### src/rtl/adc3664_spi_pkg.sv
// Shared frame layout and FSM encoding for the ADC3664 serial configuration port.
// Used by both the SPI master and the ADC-side slave decoder.
package adc3664_spi_pkg;

    localparam int unsigned FRAME_BITS = 24;
    localparam int unsigned ADDR_BITS  = 12;
    localparam int unsigned DATA_BITS  = 8;
    localparam int unsigned BIT_CNT_W  = 5;

    localparam int unsigned RW_BIT   = 23;
    localparam int unsigned ADDR_MSB = 19;
    localparam int unsigned ADDR_LSB = 8;

    localparam logic [BIT_CNT_W-1:0] LAST_BIT    = BIT_CNT_W'(FRAME_BITS - 1);
    localparam logic [BIT_CNT_W-1:0] FIRST_RD_BIT = BIT_CNT_W'(FRAME_BITS - DATA_BITS);

    typedef enum logic [2:0] {
        IDLE,
        SETUP,
        SHIFT,
        HOLD,
        GAP
    } spi_state_e;

    // Reads carry an all-zero data field; the slave drives SDOUT during it.
    function automatic logic [FRAME_BITS-1:0] build_frame(
        input logic                 rw,
        input logic [ADDR_BITS-1:0] addr,
        input logic [DATA_BITS-1:0] data
    );
        logic [FRAME_BITS-1:0] f;
        f                    = '0;
        f[RW_BIT]            = rw;
        f[ADDR_MSB:ADDR_LSB] = addr;
        f[DATA_BITS-1:0]     = rw ? '0 : data;
        return f;
    endfunction

endpackage

### src/rtl/adc3664_spi_master_if.sv
// Register-access request bus between a configuration host and the SPI master.
interface adc3664_spi_master_if;
    import adc3664_spi_pkg::*;

    logic                 start;
    logic                 rw;
    logic [ADDR_BITS-1:0] addr;
    logic [DATA_BITS-1:0] wdata;
    logic                 busy;
    logic                 done;
    logic [DATA_BITS-1:0] rdata;

    modport master (
        output start, rw, addr, wdata,
        input  busy, done, rdata
    );

    modport slave (
        input  start, rw, addr, wdata,
        output busy, done, rdata
    );

endinterface

### src/rtl/adc3664_spi_tick.sv
// Half-period tick generator: pulses tick every CLK_DIV enabled cycles.
// clr restarts the count so the first tick lands CLK_DIV cycles after frame start.
module adc3664_spi_tick #(
    parameter int unsigned CLK_DIV = 4
) (
    input  logic CLK,
    input  logic Reset,
    input  logic en,
    input  logic clr,
    output logic tick
);

    localparam int unsigned CW = $clog2(CLK_DIV + 1);
    localparam logic [CW-1:0] LAST = CW'(CLK_DIV - 1);

    logic [CW-1:0] cnt_q;

    assign tick = en && (cnt_q == LAST);

    always_ff @(posedge CLK or posedge Reset) begin
        if (Reset) begin
            cnt_q <= '0;
        end else if (clr) begin
            cnt_q <= '0;
        end else if (en) begin
            cnt_q <= tick ? '0 : cnt_q + CW'(1);
        end
    end

endmodule

### src/rtl/adc3664_spi_master.sv
// SPI master for the ADC3664 configuration port: 24-bit R/W frames on SEN/SCLK/SDIO,
// read data captured from SDOUT during the data field.
module adc3664_spi_master
    import adc3664_spi_pkg::*;
#(
    parameter int unsigned CLK_DIV = 4
) (
    input  logic                 CLK,
    input  logic                 Reset,
    adc3664_spi_master_if.slave  bus,
    output logic                 SCLK,
    output logic                 SEN,
    output logic                 SDIO,
    input  logic                 SDOUT
);

    spi_state_e state_q, state_d;

    logic                  sclk_q, sclk_d;
    logic                  sen_q, sen_d;
    logic                  sdio_q, sdio_d;
    logic                  busy_q, busy_d;
    logic                  done_q, done_d;
    logic                  rw_q, rw_d;
    logic [DATA_BITS-1:0]  rdata_q, rdata_d;
    logic [DATA_BITS-1:0]  cap_q, cap_d;
    logic [FRAME_BITS-1:0] sreg_q, sreg_d;
    logic [BIT_CNT_W-1:0]  bit_q, bit_d;
    logic [FRAME_BITS-1:0] frame;
    logic                  tick;
    logic                  tick_clr;

    adc3664_spi_tick #(
        .CLK_DIV (CLK_DIV)
    ) u_tick (
        .CLK   (CLK),
        .Reset (Reset),
        .en    (state_q != IDLE),
        .clr   (tick_clr),
        .tick  (tick)
    );

    assign frame = build_frame(bus.rw, bus.addr, bus.wdata);

    always_comb begin
        state_d  = state_q;
        sclk_d   = sclk_q;
        sen_d    = sen_q;
        sdio_d   = sdio_q;
        busy_d   = busy_q;
        done_d   = 1'b0;
        rw_d     = rw_q;
        rdata_d  = rdata_q;
        cap_d    = cap_q;
        sreg_d   = sreg_q;
        bit_d    = bit_q;
        tick_clr = 1'b0;

        unique case (state_q)
            IDLE: begin
                if (bus.start) begin
                    sreg_d   = frame;
                    rw_d     = bus.rw;
                    sen_d    = 1'b0;
                    sdio_d   = frame[RW_BIT];
                    busy_d   = 1'b1;
                    bit_d    = '0;
                    tick_clr = 1'b1;
                    state_d  = SETUP;
                end
            end
            SETUP: begin
                if (tick) begin
                    sclk_d  = 1'b1;
                    state_d = SHIFT;
                end
            end
            SHIFT: begin
                if (tick) begin
                    if (sclk_q) begin
                        // Falling edge: advance SDIO and capture SDOUT for the data field.
                        sclk_d = 1'b0;
                        sdio_d = (bit_q == LAST_BIT) ? 1'b0 : sreg_q[FRAME_BITS-2];
                        sreg_d = {sreg_q[FRAME_BITS-2:0], 1'b0};
                        if (bit_q >= FIRST_RD_BIT) begin
                            cap_d = {cap_q[DATA_BITS-2:0], SDOUT};
                        end
                    end else if (bit_q == LAST_BIT) begin
                        state_d = HOLD;
                    end else begin
                        bit_d  = bit_q + BIT_CNT_W'(1);
                        sclk_d = 1'b1;
                    end
                end
            end
            HOLD: begin
                if (tick) begin
                    sen_d  = 1'b1;
                    done_d = 1'b1;
                    if (rw_q) begin
                        rdata_d = cap_q;
                    end
                    state_d = GAP;
                end
            end
            GAP: begin
                if (tick) begin
                    busy_d  = 1'b0;
                    state_d = IDLE;
                end
            end
            default: begin
                state_d = IDLE;
            end
        endcase
    end

    always_ff @(posedge CLK or posedge Reset) begin
        if (Reset) begin
            state_q <= IDLE;
            sclk_q  <= 1'b0;
            sen_q   <= 1'b1;
            sdio_q  <= 1'b0;
            busy_q  <= 1'b0;
            done_q  <= 1'b0;
            rw_q    <= 1'b0;
            rdata_q <= '0;
            cap_q   <= '0;
            sreg_q  <= '0;
            bit_q   <= '0;
        end else begin
            state_q <= state_d;
            sclk_q  <= sclk_d;
            sen_q   <= sen_d;
            sdio_q  <= sdio_d;
            busy_q  <= busy_d;
            done_q  <= done_d;
            rw_q    <= rw_d;
            rdata_q <= rdata_d;
            cap_q   <= cap_d;
            sreg_q  <= sreg_d;
            bit_q   <= bit_d;
        end
    end

    assign SCLK      = sclk_q;
    assign SEN       = sen_q;
    assign SDIO      = sdio_q;
    assign bus.busy  = busy_q;
    assign bus.done  = done_q;
    assign bus.rdata = rdata_q;

endmodule

### src/flat_wrapper.sv
// flat-port wrapper written by rule: the top's interface ports become plain ports
module adc3664_spi_master_flat import adc3664_spi_pkg::*;
#(
    parameter int unsigned CLK_DIV = 4
)
  (CLK, Reset, SCLK, SEN, SDIO, SDOUT, bus_start, bus_rw, bus_addr, bus_wdata, bus_busy, bus_done, bus_rdata);
  adc3664_spi_master_if bus_i ();
  input  logic CLK;
  input  logic Reset;
  output logic SCLK;
  output logic SEN;
  output logic SDIO;
  input  logic SDOUT;
  input wire logic [$bits(bus_i.start)-1:0] bus_start;
  input wire logic [$bits(bus_i.rw)-1:0] bus_rw;
  input wire logic [$bits(bus_i.addr)-1:0] bus_addr;
  input wire logic [$bits(bus_i.wdata)-1:0] bus_wdata;
  output wire logic [$bits(bus_i.busy)-1:0] bus_busy;
  output wire logic [$bits(bus_i.done)-1:0] bus_done;
  output wire logic [$bits(bus_i.rdata)-1:0] bus_rdata;
  assign bus_i.start = bus_start;
  assign bus_i.rw = bus_rw;
  assign bus_i.addr = bus_addr;
  assign bus_i.wdata = bus_wdata;
  assign bus_busy = bus_i.busy;
  assign bus_done = bus_i.done;
  assign bus_rdata = bus_i.rdata;
  adc3664_spi_master #(.CLK_DIV(CLK_DIV)) u_core (.CLK(CLK), .Reset(Reset), .bus(bus_i), .SCLK(SCLK), .SEN(SEN), .SDIO(SDIO), .SDOUT(SDOUT));
endmodule
### config.mk
export PLATFORM = sky130hd
export DESIGN_NAME = adc3664_spi_master_flat
export DESIGN_NICKNAME = d
export VERILOG_FILES = /design/src/rtl/adc3664_spi_pkg.sv /design/src/rtl/adc3664_spi_master_if.sv /design/src/rtl/adc3664_spi_tick.sv /design/src/rtl/adc3664_spi_master.sv /design/src/flat_wrapper.sv
export SDC_FILE = /design/constraint.sdc
export NUM_CORES = 1
export LEC_CHECK = 0
export ABC_AREA = 1
export BUFFER_PORTS_ARGS = -buffer_cell sky130_fd_sc_hd__buf_2
export CORE_MARGIN = 3
export CORE_UTILIZATION = 35
export CTS_BUF_LIST = sky130_fd_sc_hd__clkbuf_8
export CTS_CLUSTER_SIZE = 14
export DETAILED_ROUTE_END_ITERATION = 10
export GPL_ROUTABILITY_DRIVEN = 0
export GPL_TIMING_DRIVEN = 0
export PLACE_DENSITY_LB_ADDON = 0.3
export SETUP_SLACK_MARGIN = 0.5
export SYNTH_ARGS = -nofsm -noshare
export SYNTH_HDL_FRONTEND = slang
export SYNTH_HIERARCHICAL = 1
export SYNTH_SLANG_ARGS = --single-unit
### constraint.sdc
create_clock -name CLK -period 2.42 [get_ports CLK]
set_input_delay 0.605 -clock CLK [delete_from_list [all_inputs] [get_ports CLK]]
set_output_delay 0.605 -clock CLK [all_outputs]
set_load 0.005 [all_outputs]
======== Yosys cells after proc, flatten, opt, wreduce, memory -nomap -nowiden ========
Cells that the tools add are included.
word-level totals
  bits in registers ....................... 56
  input port bits ......................... 25
  output and inout bits ................... 13
  word-level logic and storage cells ...... 87
operators by class
  $add $sub $neg .......................... 2
  reductions and logical operators ........ 17
  equal/unequal tests ..................... 15
  $lt $le $gt $ge ......................... 1
  multiplexer cells ....................... 40
operators with widths
  kind                   count
  $mux W23               3
  $pmux W23 S2           1
  $mux W3                10
  $mux W5                4
  $mux W1                15
  $pmux W3 S5            1
  $ne A2 B2 Y1 const B   7
  $reduce_and A3 Y1      4
  $pmux W5 S2            1
  $reduce_bool A2 Y1     5
  $eq A3 B2 Y1 const B   3
  $mux W8                1
  $pmux W1 S2            4
  $reduce_and A4 Y1      2
  $reduce_and A7 Y1      1
  $add A5 B1 Y5 const B  1
  $eq A5 B5 Y1 const B   1
  $ge A5 B5 Y1 const B   1
  $reduce_and A5 Y1      1
  $ne A2 B1 Y1 const B   2
  $add A3 B1 Y3 const B  1
  $eq A3 B1 Y1 const B   1
  $eq A3 B3 Y1 const B   1
  $logic_not A3 Y1       1
  other kinds (3)        3

======== Depth between registers and ports, before layout ========
Gate-level depths: netlist (run 1).
  depth after elaboration ................. 5
  gate-level depth with buffers ........... 13
  gate-level depth less buffers ........... 13

======== Hierarchy ========
The synthesis (run 1) kept the hierarchy.
modules (own cells, without submodules)
  module              seq. area each (µm²)  cells an instance  area each (µm²)  instances
  adc3664_spi_master  1327.5                313                2509.9           1
  adc3664_spi_tick    75.1                  21                 153.9            1

======== Least setup slack after synthesis (run 1) ========
No wires, ideal clock.
  path kind ............................... reg-to-reg
  from .................................... reg u_core.state_q[0]
  to ...................................... reg u_core.sreg_q[10]
  buffers on the path ..................... 1
  clock period less this slack ............ 1.951 ns
  setup time .............................. 0.126 ns
  data arrival time ....................... 1.825 ns
  slack ................................... 0.469 ns
  cell stages (with the launch flop) ...... 13
  required time ........................... 2.294 ns
  path through ............................ dfrtp_1 > inv_2 > nand2_1 > nor2_1 > inv_2 > nand2_1 > nor2_1 > inv_2 > nand3_1 > nand2_2 > a21oi_4 > buf_2 > o21ai_0
between the ends
  word-level cells in the longest chain between the ends .. 4
  elaborated cells between the ends (all ways) .. 10
  those cells by class .................... eq/ne (4); mux (1); reduce/logical (5)
ends and longest elaborated chain
  what                         line                       text
  start, declared              adc3664_spi_master.sv:17   spi_state_e state_q, state_d;
  start signal, assigned       adc3664_spi_master.sv:132  state_q <= state_d;
  $reduce_bool A3 Y1           adc3664_spi_master.sv:38   .en (state_q != IDLE),
  $logic_and A1 B1 Y1          adc3664_spi_tick.sv:18     assign tick = en && (cnt_q == LAST);
  net u_core.tick              adc3664_spi_master.sv:30   logic tick;
  $ne A2 B2 Y1 (no line)       --
  $reduce_and A4 Y1 (no line)  --
  end signal, assigned         adc3664_spi_master.sv:141  sreg_q <= sreg_d;
  end, declared                adc3664_spi_master.sv:27   logic [FRAME_BITS-1:0] sreg_q, sreg_d;
The timed path passes the listed nets, and every way through them passes these cells.
A chain may end at the register's enable or synchronous reset.

======== Worst setup path after layout (run 1) ========
  from .................................... reg u_core.state_q[0]
  to ...................................... reg u_core.sreg_q[18]
The elaborated chain is that of the path after synthesis.

==> results.sh, run 1 <==
export IMPL_wl_cell_um=11.8
export IMPL_finalMaxSlewViolations=0
export IMPL_rows=31
export IMPL_finalSetupViolations=0
export IMPL_post_synth_num_cell_types=24
export IMPL_drt_wl_total_um=5760
export IMPL_global_route_usage_over_all_layers=0.138
export IMPL_hpwl_um=4120
export IMPL_effective_utilization_at_floorplan=0.363
export IMPL_final_hold_fails=0
export IMPL_logic_pwr_share=0.031
export IMPL_post_dp_cell_area_um2=3000
export IMPL_antenna_cells_inserted=0
export IMPL_intPower_mw=1.17
export IMPL_finalInstanceArea_um2=3210
export IMPL_via_count=2269
export IMPL_drt_pass1_iterations=4
export IMPL_setup_worst_path_end_class="register"
export IMPL_final_fill_count=730
export IMPL_finalWorstSetupSlack_ns=0.594
export IMPL_max_cap_violations=0
export IMPL_port_buffers=37
export IMPL_number_of_global_route_vias_before_repair=2123
export IMPL_switching_part_of_the_total_power=0.233
export IMPL_relSlewSlack=0.639
export IMPL_tritoncts_num_sinks=56
export IMPL_post_synth_instance_area_um2=2660
export IMPL_min_delay_path_class="in -> async"
export IMPL_final_layout_size_suffix_gt1_frac=0.221
export IMPL_final_antenna_net_count=0
export IMPL_global_route_wire_length_before_repair_um=9780
export IMPL_grt_ovfl_total=0
export IMPL_clock_tree_from_tritoncts="built"
export IMPL_final_critical_path_share_of_the_clock_period=0.755
export IMPL_syn_avg_cell_area_um2=7.98
export IMPL_antenna_found_initial=0
export IMPL_critical_path_launch_point_type="register"
export IMPL_die_w_um=93.2
export IMPL_critical_path_peak_fanout=7
export IMPL_insertion_delay_ns=0.32
export IMPL_clock_fmax_mhz=548
export IMPL_fin_skew_ns=0.0111
export IMPL_peakVddDrop_v=0.000240
export IMPL_areaGrowthSynthToFinish_pct=20.6
export IMPL_status="finished clean"
export IMPL_cts_htree_levels=2
export IMPL_power_density_nw_per_um2=474
export IMPL_timing_worst_setup_path_type="reg -> reg"
export IMPL_tns_ns=0
export IMPL_fp_dieArea_um2=8690
export IMPL_drcViolationCount=0
export IMPL_seq_power_share=0.615
export IMPL_synth_seq_area_share=0.527
export IMPL_via_per_inst=4.65
export IMPL_power_leakage_nw=1.65
export IMPL_postSynthCellCount=334
export IMPL_synth_warnings=6
export IMPL_detail_route_iter0_violations=151
export IMPL_synth_nets=361
export IMPL_post_cts_hold_buffer_count=0
export IMPL_ys_ff_latch=56
export IMPL_clockBufferDepth=2
export IMPL_cts_root_buf="clkbuf_8"
export IMPL_design_portCount=38
export IMPL_grt_max_degree=30
export IMPL_tightestPinTransition_ns=0.540
export IMPL_required_worst_endpoint_ns=2.62
export IMPL_rsz0062_at_grt="false"
export IMPL_switching_power_mw=0.355
export IMPL_fin_crit_ns=1.83
export IMPL_timing_critical_path_arrival_ns=2.03
export IMPL_pwr_share_clk=0.355
export IMPL_core_area_um2=7330
export IMPL_layout_nets=415
export IMPL_whs_ns=0.157
export IMPL_chipHeight_um=93.2
export IMPL_clk_pin_slew_ns=0.10
export IMPL_cts_buffers=5
export IMPL_dp_slack_ns=0.238
kinds of logic after synthesis:
kind of cell    Yosys count  share of synthesized area
compound gates           61                      0.123
buf+inv                  66                      0.104
simple gates            149                      0.237
fa+ha+maj                 2                    0.00939
flops                    56                      0.527
metal layers:
metal,vias to the layer above,track usage,routed length (um)
met3,5,0.0274,232
met1,1062,0.195,2730
li1,1152,-,-
met5,-,0,0
met2,50,0.218,2750
met4,0,0.0330,47
cells in the final DEF (no fill, tap or decap), drive strengths merged:
master  count
o21ai      47
clkinv      1
nand4       3
o21bai      1
dfstp       1
nand3b      1
ha          2
dfrtp      55
nor3        1
nand2     102
a21oi       6
nand3      21
o22ai       7
inv        57
nor2       21
clkbuf      5
buf        58
Yosys cell counts (all sizes together):
cell | count | area, um2
o21bai | 1 | 7.51
nand3b | 1 | 7.51
nand3 | 21 | 105
nor3 | 1 | 5.00
o22ai | 7 | 43.8
o21ai | 47 | 235
buf | 11 | 71.3
inv | 55 | 206
nor2 | 21 | 91.3
nand4 | 3 | 33.8
dfstp | 1 | 26.3
dfrtp | 55 | 1380
a21oi | 6 | 41.3
nand2 | 102 | 388
ha | 2 | 25.0
cell type report:
class / count / area (um2) / area share
multi-input cells: 212 / 1010 / 0.314
inverters: 55 / 206 / 0.0643
plain buffers: 11 / 88.8 / 0.0277
clock inverters: 3 / 26.3 / 0.00818
repair buffers: 47 / 285 / 0.0888
well taps: 99 / 124 / 0.0386
flip-flops and latches: 56 / 1400 / 0.437
clock buffers: 5 / 68.8 / 0.0214
critical path, cell delays in order, from the launching register on:
cell	delay (ns)
dfrtp_2	0.46
inv_2	0.08
nand2_2	0.09
nor2_4	0.10
inv_2	0.05
nand2_2	0.09
nor2_4	0.05
inv_2	0.09
nand3_1	0.10
nand2_2	0.13
a21oi_4	0.05
buf_12	0.14
buf_4	0.15
nand2_1	0.06
o21ai_0	0.07
path summary, 6_finish.rpt:
path	from	cells past startpoint	to	slack (ns)
max	u_core/state_q[0]$_DFFE_PP0P_	14	u_core/sreg_q[18]$_DFFE_PP0P_	0.59
min	Reset	2	u_core/u_tick/cnt_q[1]$_DFFE_PP0P_	0.16
max reg2reg	u_core/state_q[0]$_DFFE_PP0P_	14	u_core/sreg_q[18]$_DFFE_PP0P_	0.59
min reg2reg	u_core/SEN$_DFFE_PP1P_	2	u_core/SEN$_DFFE_PP1P_	0.49
max in group asynchronous	Reset	3	u_core/sreg_q[17]$_DFFE_PP0P_	1.55
min in group CLK	u_core/SEN$_DFFE_PP1P_	2	u_core/SEN$_DFFE_PP1P_	0.49
flip-flops by register name, summed over array words and instances, names as in the netlist, 3 cells and up:
name,cells
u_core/bit_q,5
u_core/bus.rdata,8
u_core/state_q,3
u_core/u_tick/cnt_q,3
u_core/cap_q,8
u_core/sreg_q,23
timing repair:
action | in CTS | in global routing
buffers inserted | 3 | 5
setup endpoints to repair | 37 | 41
gates cloned | 0 | 1
resized for setup | 3 | 13
pin swaps | 1 | 0
power groups by stage:
stage	Clock (mW)	Combinational, mW	Sequential [mW]
2_1_floorplan	0	0.0177	0.955
3_3_place_gp	0	0.0454	0.955
3_5_place_dp	0	0.0496	0.955
4_1_cts	0.561	0.0499	0.936
5_1_grt	0.594	0.0555	0.937
6_report	0.540	0.0470	0.936
stage by stage:
step	instances	utilization	total power, mW
6_report	488	0.438	1.52
5_1_grt	488	0.438	1.59
4_1_cts	482	0.426	1.55
3_5_place_dp	471	0.409	1.00
3_3_place_gp	470	0.406	1.00
2_1_floorplan	334	-	0.972
Note: power is estimated with default switching activity, not from simulation.
==> inputs of run 2 (changes only) <==
--- a/config.mk
+++ b/config.mk
@@ -5,7 +5,7 @@
 export SDC_FILE = /design/constraint.sdc
 export NUM_CORES = 1
 export LEC_CHECK = 0
-export ABC_AREA = 1
+export ABC_AREA = 0
 export BUFFER_PORTS_ARGS = -buffer_cell sky130_fd_sc_hd__buf_2
 export CORE_MARGIN = 3
 export CORE_UTILIZATION = 35
==> constraint.sdc (replaced) <==
create_clock -name CLK -period 1.8 [get_ports CLK]
set_input_delay 0.45 -clock CLK [delete_from_list [all_inputs] [get_ports CLK]]
set_output_delay 0.45 -clock CLK [all_outputs]
set_load 0.005 [all_outputs]
==> run 2 against run 1 <==
  * The flow now finishes with violations (negative setup slack)
  * Clock-buffer cell count up 1
  * Register-to-register slack got worse by 0.86 ns
  * Cell area grew 20%
  * Synthesized area shrank 1.6%
  * Critical endpoint unchanged
  * Largest cell class is now multi-input combinational cells
==> results.sh, run 2 <==
export IMPL_timing_critical_path_arrival_ns=2.25
export IMPL_layout_nets=362
export IMPL_rsz0062_at_grt="true"
export IMPL_grt_ovfl_total=0
export IMPL_design_portCount=38
export IMPL_global_route_wire_length_before_repair_um=10100
export IMPL_synthMostInstantiatedCell="dfrtp_1"
export IMPL_finalSetupViolations=50
export IMPL_via_count=2157
export IMPL_areaGrowthSynthToFinish_pct=46.7
export IMPL_final_hold_fails=0
export IMPL_grt_max_degree=54
export IMPL_seq_power_share=0.373
export IMPL_fp_dieArea_um2=8560
export IMPL_synth_top_flop_cell="dfrtp_1"
export IMPL_ys_ff_latch=56
export IMPL_number_of_global_route_vias_before_repair=2103
export IMPL_port_buffers=36
export IMPL_min_delay_path_class="in -> async"
export IMPL_timing_worst_setup_path_type="reg -> reg"
export IMPL_critPathTopFamily="simple AND/OR/NAND/NOR gates"
export IMPL_antenna_found_initial=0
export IMPL_relSlewSlack=0.246
export IMPL_core_area_um2=7020
export IMPL_synth_warnings=6
export IMPL_power_leakage_nw=1.75
export IMPL_critical_path_peak_fanout=4
export IMPL_synth_largest_type_area_fraction=0.525
export IMPL_clk_pin_slew_ns=0.10
export IMPL_global_route_usage_over_all_layers=0.148
export IMPL_max_stage_delay_ns=0.40
export IMPL_timing_critical_path_mode_cell="buf_6"
export IMPL_tns_ns=-10.14
export IMPL_detail_route_iter0_violations=95
export IMPL_post_cts_hold_buffer_count=0
export IMPL_chipHeight_um=92.5
export IMPL_final_common_cell="dfrtp_1"
export IMPL_antenna_cells_inserted=0
export IMPL_hpwl_um=3740
export IMPL_count_of_flip_flops_with_a_built_in_enable_after_synthesis=0
export IMPL_max_cap_violations=0
export IMPL_finalMaxSlewViolations=0
export IMPL_clockBufferDepth=2
export IMPL_via_per_inst=4.99
export IMPL_synth_top_cells_by_area="dfrtp_1 (53%), mux2_2 (6.9%), nand2_1 (4.9%)"
export IMPL_synth_seq_area_share=0.535
export IMPL_power_density_nw_per_um2=1360
export IMPL_intPower_mw=3.29
export IMPL_final_critical_path_share_of_the_clock_period=1.15
export IMPL_die_w_um=92.5
export IMPL_mostFrequentLayoutCells="dfrtp_1 (53), buf_2 (38), nand2_1 (30), buf_4 (22)"
export IMPL_flip_flop_count_of_the_largest_register_all_copies_and_words_added=23
export IMPL_synth_nets=281
export IMPL_required_worst_endpoint_ns=1.99
export IMPL_status="finished with violations"
export IMPL_fin_crit_ns=2.07
export IMPL_post_synth_instance_area_um2=2620
export IMPL_tightestPinTransition_ns=1.13
export IMPL_dp_slack_ns=-0.290
export IMPL_peakVddDrop_v=0.000554
export IMPL_critical_path_launch_point_type="register"
export IMPL_drt_pass1_iterations=4
export IMPL_synth_commonest_cells="dfrtp_1 (55), nand2_1 (34), nor2_1 (23), a21oi_1 (18), mux2_2 (16)"
export IMPL_violations_in_the_final_reports="negative setup slack"
export IMPL_cts_root_buf="clkbuf_8"
export IMPL_wl_cell_um=14.8
export IMPL_clock_fmax_mhz=483
export IMPL_finalWorstSetupSlack_ns=-0.268
export IMPL_pwr_share_clk=0.137
export IMPL_synth_largest_area_cell="dfrtp_1"
export IMPL_setup_worst_path_end_class="register"
export IMPL_final_layout_size_suffix_gt1_frac=0.533
export IMPL_drt_wl_total_um=6410
export IMPL_critical_path_n_buffers_inverters=4
export IMPL_post_synth_num_cell_types=47
export IMPL_clock_tree_from_tritoncts="built"
export IMPL_cts_buffers=5
export IMPL_switching_power_mw=1.94
export IMPL_rows=30
export IMPL_postSynthCellCount=254
export IMPL_effective_utilization_at_floorplan=0.373
export IMPL_insertion_delay_ns=0.31
export IMPL_syn_avg_cell_area_um2=10.3
export IMPL_fin_skew_ns=0.0102
export IMPL_final_antenna_net_count=0
export IMPL_logic_pwr_share=0.490
export IMPL_cts_htree_levels=2
export IMPL_largest_register="u_core/sreg_q"
export IMPL_slowest_stage="or3_4"
export IMPL_synthArstFlopShare=1.00
export IMPL_drcViolationCount=0
export IMPL_switching_part_of_the_total_power=0.371
export IMPL_tritoncts_num_sinks=56
export IMPL_cp_cell_sequence="buf_6, clkbuf_16, or3_4, nand2_4, nor2_4, and3_4, o21a_4, buf_6, buf_6, nor2_4, a31oi_4"
run 2: cell count changes in the layout (fill, tap and decap cells not counted), sizes merged, moves of 13 or more:
cell and change:
a31oi +13, buf +27, inv -49, mux2 +17
nand2 -67, o21ai -37
run 2: cell type report:
type / count / area, um2
Fill cell: 608 / 3170
Multi-Input combinational cell: 176 / 1470
Sequential cell: 56 / 1410
Timing Repair Buffer: 74 / 562
Buffer: 14 / 158
Tap cell: 96 / 120
Clock buffer: 6 / 82.6
Inverter: 8 / 33.8
Clock inverter: 2 / 11.3
run 2: metal layers:
metal  wire length [um]  global-route usage  vias to the layer above
met3                287              0.0357                        7
met2               3170               0.244                       34
li1                   -                   -                     1045
met1               2890               0.196                     1071
met4                 58              0.0371                        0
met5                  0                   0                        -
run 2: repair_timing:
| action | 4_1_cts | 5_1_grt |
|---|---|---|
| cloned | 2 | 1 |
| pin swaps | 20 | 11 |
| endpoints found under the setup margin | 59 | 68 |
| gates resized for setup | 62 | 49 |
| setup buffers | 22 | 13 |
run 2: kinds of logic (layout without fill, tap and decap cells):
family	count (synthesis)	after routing	share of synthesized area
flops	56	56	0.535
mux	18	18	0.0768
compound gates	51	51	0.119
xor+xnor	1	1	0.00334
fa+ha+maj	2	2	0.00955
buf+inv	22	104	0.0449
simple gates	104	104	0.211
run 2: power by group through the flow:
| stage | Combinational (mW) | Sequential [mW] | Clock, mW |
|---|---|---|---|
| after floorplan | 1.13 | 1.83 | 0 |
| after global placement | 1.40 | 1.86 | 0 |
| after detailed placement | 1.44 | 1.87 | 0 |
| after CTS | 2.07 | 1.87 | 0.738 |
| after global routing | 2.79 | 1.99 | 0.788 |
| final | 2.56 | 1.95 | 0.716 |
run 2: path summary, 6_finish.rpt:
kind / start / end / slack, ns / cells past startpoint
worst max-delay path: u_core/state_q[1]$_DFFE_PP0P_ / u_core/sreg_q[18]$_DFFE_PP0P_ / -0.27 / 11
worst min-delay path: Reset / u_core/u_tick/cnt_q[2]$_DFFE_PP0P_ / 0.007 / 2
worst max register to register: u_core/state_q[1]$_DFFE_PP0P_ / u_core/sreg_q[18]$_DFFE_PP0P_ / -0.27 / 11
worst min register to register: u_core/bus.rdata[1]$_DFFE_PP0P_ / u_core/bus.rdata[1]$_DFFE_PP0P_ / 0.52 / 1
max in group asynchronous: Reset / u_core/SCLK$_DFFE_PP0P_ / 0.73 / 2
min in group CLK: SDOUT / u_core/cap_q[0]$_DFFE_PP0P_ / 0.37 / 2
run 2: worst register-to-register path, stage by stage, from the launching register on:
cell and delay (ns):
dfrtp_1 0.39, buf_6 0.12, clkbuf_16 0.13, or3_4 0.40
nand2_4 0.08, nor2_4 0.05, and3_4 0.15, o21a_4 0.21
buf_6 0.14, buf_6 0.13, nor2_4 0.11, a31oi_4 0.05
run 2: stage by stage:
stage | area (um2) | util | hold slack (ns) | total power, mW | std cells
2_1_floorplan | 2680 | - | 0.204 | 2.95 | 254
3_3_place_gp | 2980 | 0.425 | 0.348 | 3.25 | 386
3_5_place_dp | 2980 | 0.425 | 0.351 | 3.32 | 386
4_1_cts | 3520 | 0.501 | 0.00337 | 4.67 | 418
5_1_grt | 3850 | 0.548 | 0.0129 | 5.58 | 432
6_report | 3850 | 0.548 | 0.00684 | 5.23 | 432
